===== src/rtl/int_arb.sv =====
// Interrupt arbiter: edge-detects level requests into pending flags, grants the
// highest-level eligible one to the CPU over a held request/acknowledge handshake.
module int_arb #(
    parameter int NREQ = 4
) (
    input  logic              i_clk,
    input  logic              i_reset,
    input  logic [NREQ-1:0]   i_req,
    input  logic [8*NREQ-1:0] i_req_vec,
    input  logic [3*NREQ-1:0] i_req_lvl,
    input  logic [2:0]        i_cpu_ipl,
    input  logic              i_int_ack,
    output logic              o_int_req,
    output logic [7:0]        o_int_vector,
    output logic [2:0]        o_int_ipl,
    output logic [NREQ-1:0]   o_ack_dev
);

    localparam int IW = (NREQ > 1) ? $clog2(NREQ) : 1;

    // state  | meaning
    // S_IDLE | no request presented; arbitrate eligible pending requests
    // S_REQ  | int_req high, granted vector/level frozen until ack or drop-out
    // S_HOLD | acked; wait for the CPU to release int_ack
    typedef enum logic [1:0] {S_IDLE, S_REQ, S_HOLD} state_t;

    state_t          r_state, w_state_nxt;
    logic [NREQ-1:0] r_req_q, r_pending, r_ack_dev;
    logic [NREQ-1:0] w_rise, w_elig, w_ack_clr, w_pending_nxt, w_ack_dev_nxt, w_win_onehot;
    logic [IW-1:0]   r_win_idx, w_win_idx, w_win_idx_nxt;
    logic            r_int_req, w_int_req_nxt, w_any_elig, w_cur_pend;
    logic [7:0]      r_int_vector, w_int_vector_nxt, w_cand_vec;
    logic [2:0]      r_int_ipl, w_int_ipl_nxt, w_best_lvl, w_cur_lvl;

    assign w_rise = i_req & ~r_req_q;

    // Strictly-greater compare keeps the lower index on equal levels.
    always_comb begin
        w_elig     = '0;
        w_any_elig = 1'b0;
        w_win_idx  = '0;
        w_best_lvl = '0;
        w_cand_vec = '0;
        for (int i = 0; i < NREQ; i++) begin
            w_elig[i] = r_pending[i] && (i_req_lvl[3*i +: 3] > i_cpu_ipl);
            if (w_elig[i] && (!w_any_elig || (i_req_lvl[3*i +: 3] > w_best_lvl))) begin
                w_any_elig = 1'b1;
                w_win_idx  = IW'(i);
                w_best_lvl = i_req_lvl[3*i +: 3];
                w_cand_vec = i_req_vec[8*i +: 8];
            end
        end
    end

    always_comb begin
        w_win_onehot = '0;
        w_cur_lvl    = '0;
        for (int i = 0; i < NREQ; i++) begin
            if (IW'(i) == r_win_idx) begin
                w_win_onehot[i] = 1'b1;
                w_cur_lvl       = i_req_lvl[3*i +: 3];
            end
        end
        w_cur_pend = |(r_pending & w_win_onehot);
    end

    always_comb begin
        w_state_nxt      = r_state;
        w_int_req_nxt    = r_int_req;
        w_int_vector_nxt = r_int_vector;
        w_int_ipl_nxt    = r_int_ipl;
        w_win_idx_nxt    = r_win_idx;
        w_ack_dev_nxt    = '0;
        w_ack_clr        = '0;
        case (r_state)
            S_IDLE: begin
                if (w_any_elig) begin
                    w_win_idx_nxt    = w_win_idx;
                    w_int_vector_nxt = w_cand_vec;
                    w_int_ipl_nxt    = w_best_lvl;
                    w_int_req_nxt    = 1'b1;
                    w_state_nxt      = S_REQ;
                end
            end
            S_REQ: begin
                if (i_int_ack) begin
                    w_ack_clr     = w_win_onehot;
                    w_ack_dev_nxt = w_win_onehot;
                    w_int_req_nxt = 1'b0;
                    w_state_nxt   = S_HOLD;
                end else if (!w_cur_pend || (w_cur_lvl <= i_cpu_ipl)) begin
                    w_int_req_nxt = 1'b0;
                    w_state_nxt   = S_IDLE;
                end
            end
            S_HOLD: begin
                if (!i_int_ack) begin
                    w_state_nxt = S_IDLE;
                end
            end
            default: w_state_nxt = S_IDLE;
        endcase
    end

    // A fresh rise wins over an ack clear on the same edge.
    assign w_pending_nxt = w_rise | (r_pending & ~w_ack_clr & i_req);

    always_ff @(posedge i_clk) begin
        if (!i_reset) begin
            r_state      <= S_IDLE;
            r_req_q      <= '0;
            r_pending    <= '0;
            r_win_idx    <= '0;
            r_int_req    <= 1'b0;
            r_int_vector <= '0;
            r_int_ipl    <= '0;
            r_ack_dev    <= '0;
        end else begin
            r_state      <= w_state_nxt;
            r_req_q      <= i_req;
            r_pending    <= w_pending_nxt;
            r_win_idx    <= w_win_idx_nxt;
            r_int_req    <= w_int_req_nxt;
            r_int_vector <= w_int_vector_nxt;
            r_int_ipl    <= w_int_ipl_nxt;
            r_ack_dev    <= w_ack_dev_nxt;
        end
    end

    assign o_int_req    = r_int_req;
    assign o_int_vector = r_int_vector;
    assign o_int_ipl    = r_int_ipl;
    assign o_ack_dev    = r_ack_dev;

endmodule

===== config.mk =====
export PLATFORM = sky130hd
export DESIGN_NAME = int_arb
export DESIGN_NICKNAME = d
export VERILOG_FILES = /design/src/rtl/int_arb.sv
export SDC_FILE = /design/constraint.sdc
export NUM_CORES = 1
export LEC_CHECK = 0
export BUFFER_PORTS_ARGS = -buffer_cell sky130_fd_sc_hd__buf_2
export CORE_UTILIZATION = 46
export DETAILED_ROUTE_END_ITERATION = 6
export PLACE_DENSITY = 0.83
export SLEW_MARGIN = 0
export SYNTH_ARGS = -nofsm -noshare
export SYNTH_HDL_FRONTEND = slang
export SYNTH_SLANG_ARGS = --single-unit

===== constraint.sdc =====
create_clock -name i_clk -period 6.15 [get_ports i_clk]
set_input_delay 1.845 -clock i_clk [delete_from_list [all_inputs] [get_ports i_clk]]
set_output_delay 1.845 -clock i_clk [all_outputs]
set_load 0.01 [all_outputs]

==> results of run 1 <==
## logic make-up (layout without fill, tap and decap cells)
| group | count (synthesis) | after routing | synth area share (%) |
|---|---|---|---|
| AND/OR/NAND/NOR | 55 | 55 | 14.9 |
| AO/OA/AOI/OAI | 97 | 98 | 33.2 |
| flip-flops | 28 | 28 | 27.1 |
| multiplexers | 4 | 4 | 4.35 |
| adder cells (fa/ha/maj) | 24 | 24 | 14.5 |
| buffers and inverters | 25 | 117 | 5.92 |
## worst paths after layout
check                               start                            to  slack (ns)  depth (start not counted)
hold / removal      r_req_q[0]$_SDFF_PN0_       r_pending[0]$_SDFF_PN0_        0.42                          1
setup reg to reg  r_pending[0]$_SDFF_PN0_  o_int_vector[6]$_SDFFE_PN0P_        1.52                         25
setup / recovery             i_req_lvl[1]  o_int_vector[6]$_SDFFE_PN0P_       -0.07                         28
hold reg to reg     r_req_q[0]$_SDFF_PN0_       r_pending[0]$_SDFF_PN0_        0.42                          1
## through the flow
step                      worst slack (ns)  instances  total power, mW  hold WS [ns]  area, µm²
after floorplan                   0.000532        233            0.334         0.393       2170
after global placement              -0.266        366            0.398         0.400       2680
after detailed placement            -0.472        366            0.406         0.411       2680
after CTS                           0.0184        370            0.507         0.425       2770
after global routing                -0.366        378            0.555         0.435       2920
final                              -0.0738        378            0.523         0.420       2920
## synthesized netlist by cell type (2+ instances only)
| master | instances |
|---|---|
| dfxtp_1 | 28 |
| o21ai_0 | 30 |
| buf_6 | 3 |
| nand2b_1 | 4 |
| a22o_1 | 8 |
| clkbuf_1 | 5 |
| nor2_1 | 8 |
| a21boi_0 | 6 |
| nor3_1 | 5 |
| o21a_1 | 5 |
| a31oi_1 | 8 |
| nor2b_1 | 5 |
| and2_1 | 4 |
| ha_1 | 24 |
| a211oi_1 | 6 |
| and3_1 | 2 |
| nand3_1 | 5 |
| a21oi_1 | 3 |
| buf_2 | 2 |
| a21o_1 | 4 |
| mux4_2 | 4 |
| inv_1 | 14 |
| o31ai_1 | 2 |
| nand2_1 | 5 |
| or3_1 | 10 |
| o211ai_1 | 9 |
## cell usage in the layout, fill, tap and decap left out, types with 5 or more instances in the layout
master | synthesis | routed
o21ai_0 | 30 | 24
buf_2 | 2 | 63
o211ai_1 | 9 | 9
ha_1 | 24 | 20
or3_1 | 10 | 10
nor2_1 | 8 | 8
o21ai_2 | 1 | 5
dfxtp_1 | 28 | 28
a21boi_0 | 6 | 5
a31oi_1 | 8 | 8
buf_4 | 1 | 29
a22o_1 | 8 | 8
buf_6 | 3 | 7
inv_1 | 14 | 11
## registers in the layout, summed over array words and instances, names as in the netlist
register      flops
o_ack_dev         4
o_int_ipl         3
o_int_req         1
o_int_vector      8
r_pending         4
r_req_q           4
r_state           2
r_win_idx         2
## layout make-up
cell class                 instances  area, µm²  area share (%)
inverter                          14       70.1            2.40
tap                               52       65.1            2.23
sequential                        28        561            19.2
multi-input combinational        181       1550            53.3
timing repair buffer             100        627            21.5
clock buffer                       3       41.3            1.42
## metal layers
metal	GRT usage, %	up-vias	share of wire [%]
li1	-	1083	-
met1	31.1	1051	44
met2	41.6	84	49
met3	3.80	11	4.9
met4	4.99	0	1.9
met5	0	-	0
## report_power, final
part / total, mW / leakage [nW] / switching, mW / internal, mW
sequential: 0.216 / 0.230 / 0.0163 / 0.200
combinational: 0.211 / 1.05 / 0.104 / 0.107
clock: 0.0967 / 0.0216 / 0.0528 / 0.0439
## timing repair
item | 4_1_cts | 5_1_grt
setup buffers | 1 | 7
gates resized for setup | 8 | 28
setup endpoints to repair | 13 | 13
pin swaps | 5 | 28
cloned | 0 | 1
==> results.cfg, run 1 <==
[run_status]
status = finished with violations
failed_checks = negative setup slack

[layout]
post-route-util_pct = 67.0
syn2layout_area_growth_pct = 40.9
nNetsFinal = 406
drive_above_1_share_pct = 43.6
n_fill_cell = 346
antennaDiodeCount = 0

[timing]
slew_viol_final = 0
hold_viol_final = 0
layout_setup_ws_ns = -0.0738
period_minus_slack_ns = 6.22
min_period_over_period_pct = 101
fin_worst_skew_ns = 0.00551
setup_violations = 6
tns_ns = -0.355
rsz0062_at_grt = yes
maxSlewHeadroom_pct = 61.2
fmax_mhz = 161
tightest_slew_ns = 0.580

[detailed_routing]
wl_per_cell_um = 15.8
wirelength_mm = 5.96
drc_errors = 0
drtAntennaViolNets = 0
drt_iter0_drc = 106
vias_per_cell = 5.90
vias = 2229
drt-pass1-iter-count = 4

[power_and_ir_drop]
vdd_drop_max_mv = 0.110
pwr_density_cell_mw_per_mm2 = 179
leakagePower_nw = 1.30

[yosys]
synth_seq_cells = 28
syn_inst = 233
synthArstFlopShare_pct = 0
ys_seq_area_share_pct = 27.1
synth_area_leader_cell = dfxtp_1
syn_avg_cell_area_um2 = 8.89
yosysTopAreaCellShare_pct = 27.1
yosys_warnings = 0
synth_enable_flop_cells = 0
synth_fp_nets = 311
synth_ff_type = dfxtp_1
synthTopCellsByArea = dfxtp_1, ha_1, o21ai_0
syn_area_mm2 = 0.00207
ys_types = 50

[cts]
cts-root-buf = clkbuf_8
cts_buffer_depth = 2
clkLatencyLatePin_ns = 0.27
numCtsBuffers = 3
clk_pin_slew_worst_paths_ns = 0.09
h-tree-depth = 1
tritoncts = yes
clock_sinks = 28
postCtsHoldBufs = 0

[worst_setup_path]
worst_ep_required_time_ns = 6.27
critPathKind = input pin to register
cp_common_cell = buf_4
crit_family = compound AO/OA/AOI/OAI gates
path_max_fanout = 5
max_stage_delay_ns = 0.39
slowest_stage = a311o_1
endpoint_kind = register
cp.arrival_ns = 6.35
start_kind = input pin
path_buf_inv = 4

[global_routing]
grt_pass1_vias = 2089
grt_pass1_wl_mm = 9.43
grt_antenna_before_repair = 0
grt_max_degree = 22
grtUsageTotal_pct = 23.9
overflow = 0

[floorplanning]
die_h_um = 69.1
die_w_um = 69.1
die_area_mm2 = 0.00477
initial_utilization_pct = 47.6
ioPinCount = 70
fp-row-count = 24
core-area_mm2 = 0.00435

[worst_hold_path]
hold_path.class = register to register

[run]
maxCapViolCount = 0

[placement]
place_congestion = 0.814
portBuffers = 69
post-dp-hpwl_mm = 4.55
(Power assumes the default switching activity.)
==> inputs of run 2 (changes only) <==
--- a/config.mk
+++ b/config.mk
@@ -5,10 +5,11 @@
 export SDC_FILE = /design/constraint.sdc
 export NUM_CORES = 1
 export LEC_CHECK = 0
+export ABC_AREA = 1
 export BUFFER_PORTS_ARGS = -buffer_cell sky130_fd_sc_hd__buf_2
-export CORE_UTILIZATION = 46
+export CORE_UTILIZATION = 47
 export DETAILED_ROUTE_END_ITERATION = 6
-export PLACE_DENSITY = 0.83
+export PLACE_DENSITY_LB_ADDON = 0.1
 export SLEW_MARGIN = 0
 export SYNTH_ARGS = -nofsm -noshare
 export SYNTH_HDL_FRONTEND = slang
==> run 2 against run 1 <==
Against the previous run:
- the flow now finishes without violations
- sequential share of layout area is 0.38 points higher
- first-iteration DRC count rose by 2.8%
- die area rose by 9.9%
- cell count up 30%
- via count increased by 9.8%
==> results.cfg, run 2 <==
[layout]
nNetsFinal = 504
final_common_cell = nand2_1
drive_above_1_share_pct = 27.1
syn2layout_area_growth_pct = 22.8
final_cell_mix = nand2_1, buf_2, inv_1
final_cell_count_no_fill = 492
antennaDiodeCount = 0
largest_register_ffs = 8
post-route-util_pct = 60.2

[power_and_ir_drop]
power_frac_seq_pct = 39.1
fin_total_pwr_uw = 543
intPower_uw = 343
vdd_drop_max_mv = 0.172
leakagePower_nw = 1.53
power_switching_uw = 199
power_frac_comb_pct = 40.0
pwr_density_cell_mw_per_mm2 = 190
clkPwrFrac_pct = 20.9
power_switching_share_pct = 36.7

[worst_setup_path]
start_kind = input pin
path_max_fanout = 14
reg2reg_to = o_int_vector[2]$_SDFFE_PN0P_
endpoint_kind = register
cp.arrival_ns = 5.87
rr_startpoint = r_pending[0]$_SDFF_PN0_
cp_common_cell = nand2_1
rr_worst_depth = 33
max_stage_delay_ns = 0.30
critPathKind = input pin to register
slowest_stage = ha_1
worst_ep_required_time_ns = 6.33
ff2ff_setup_slack_ns = 2.18

[run_status]
status = completed

[run]
maxCapViolCount = 0

[yosys]
yosys_warnings = 0
yosysMostFrequentCell = nand2_1
syn_inst = 358
synth_ff_type = dfxtp_1
syn_area_mm2 = 0.00233
syn_avg_cell_area_um2 = 6.51
synthArstFlopShare_pct = 0
ys_seq_area_share_pct = 24.0
synthTopCellsByArea = dfxtp_1, nand2_1, ha_1
synth_enable_flop_cells = 0
ys_types = 26
synth_seq_cells = 28
yosysTopAreaCellShare_pct = 24.0
synth_fp_nets = 436
synth_area_leader_cell = dfxtp_1
synth_common_cells = nand2_1, inv_1, nand3_1

[placement]
preCtsSetupSlack_ns = -0.102
place_congestion = 0.837
post-dp-hpwl_mm = 4.57
dp.cells = 488
portBuffers = 69

[cts]
clk_pin_slew_worst_paths_ns = 0.10
h-tree-depth = 1
tritoncts = yes
cts_resized = 0
clkLatencyLatePin_ns = 0.27
cts_buffer_depth = 2
postCtsHoldBufs = 0
cts_setup_buffers = 0
numCtsBuffers = 3
cts-root-buf = clkbuf_8
clock_sinks = 28

[timing]
layout_setup_ws_ns = 0.460
setup_violations = 0
maxSlewHeadroom_pct = 67.7
period_minus_slack_ns = 5.69
tightest_slew_ns = 0.485
fin_worst_skew_ns = 0.00816
slew_viol_final = 0
rsz0062_at_grt = no
hold_viol_final = 0
fmax_mhz = 176
tns_ns = 0
min_period_over_period_pct = 92.5

[floorplanning]
fp-row-count = 25
core-area_mm2 = 0.00475
die_area_mm2 = 0.00525
initial_utilization_pct = 49.0
die_h_um = 72.4
die_w_um = 72.4
ioPinCount = 70

[detailed_routing]
wirelength_mm = 5.72
vias_per_cell = 4.97
wl_per_cell_um = 11.6
drtAntennaViolNets = 0
vias = 2447
drt-pass1-iter-count = 4
drc_errors = 0
drt_iter0_drc = 109

[worst_hold_path]
holdPathEnd = r_pending[3]$_SDFF_PN0_
worst_hold_path.num_cells = 1
min_from = r_req_q[3]$_SDFF_PN0_
hold_path.class = register to register

[global_routing]
grt_antenna_before_repair = 0
grt_pass1_wl_mm = 9.55
grt_max_degree = 19
grt_pass1_vias = 2298
overflow = 0
grtUsageTotal_pct = 23.0
==> run 2: changes by cell type after synthesis, moves of 8 or more <==
| cell | before | now |
|---|---|---|
| inv_1 | 14 | 44 |
| nand2_1 | 5 | 91 |
| a22o_1 | 8 | 0 |
| or3_1 | 10 | 0 |
| a21oi_1 | 3 | 26 |
| nand3b_1 | 1 | 11 |
| a31oi_1 | 8 | 0 |
| o211ai_1 | 9 | 1 |
| nand3_1 | 5 | 39 |
| o21ai_0 | 30 | 14 |
| nor2_1 | 8 | 35 |
==> run 2: worst max-delay path by stage <==
stage | from | endpoint | slack [ns]
floorplan | i_cpu_ipl[2] | o_int_vector[0]$_SDFFE_PN0P_ | 0.35
global placement | i_cpu_ipl[1] | o_int_vector[4]$_SDFFE_PN0P_ | 0.09
detailed placement | i_cpu_ipl[1] | o_int_vector[5]$_SDFFE_PN0P_ | -0.10
CTS | i_cpu_ipl[1] | o_int_vector[5]$_SDFFE_PN0P_ | 0.21
global route | i_cpu_ipl[2] | o_int_vector[1]$_SDFFE_PN0P_ | 0.05
finish | i_cpu_ipl[1] | o_int_vector[2]$_SDFFE_PN0P_ | 0.46
==> run 2: kinds of logic (layout without fill, tap and decap cells) <==
group	count (synthesis)	in the layout	synth area share, %
buffers and inverters	58	125	11.0
AND/OR/NAND/NOR	201	201	41.0
adder cells (fa/ha/maj)	24	24	12.9
AO/OA/AOI/OAI	47	47	11.1
flip-flops	28	28	24.0
==> run 2: stage by stage <==
stage | instance area, µm² | hold WS, ns
finish | 2860 | 0.404
floorplan | 2330 | 0.386
global placement | 2710 | 0.388
global route | 2860 | 0.419
detailed placement | 2710 | 0.393
CTS | 2770 | 0.407
==> run 2: power by group through the flow <==
stage	clock, mW	combinational, mW	sequential [mW]
global route	0.124	0.247	0.215
floorplan	0	0.143	0.218
detailed placement	0	0.203	0.216
global placement	0	0.201	0.216
finish	0.114	0.217	0.212
CTS	0.116	0.204	0.212
==> run 2: layout make-up <==
| type | instances | area [µm²] |
|---|---|---|
| Fill cell | 485 | 1890 |
| Multi-Input combinational cell | 272 | 1600 |
| Sequential cell | 28 | 561 |
| Timing Repair Buffer | 73 | 375 |
| Inverter | 48 | 183 |
| Tap cell | 67 | 83.8 |
| Clock buffer | 4 | 55.1 |
==> run 2: per-layer routing <==
layer / global-route usage [%] / up-vias / share of wire [%]
li1: - / 1295 / -
met4: 5.01 / 0 / 1.1
met2: 43.2 / 73 / 49
met1: 27.3 / 1071 / 44
met3: 3.61 / 8 / 5.3
met5: 0 / - / 0
==> run 2: worst max-delay path: cells and delay by family <==
| family | cells | cell delay [ns] |
|---|---|---|
| and+or+nand+nor | 22 | 1.81 |
| adders and majority gates | 4 | 1.14 |
| buffers and inverters | 7 | 0.54 |
| AOI/OAI and AO/OA | 4 | 0.53 |
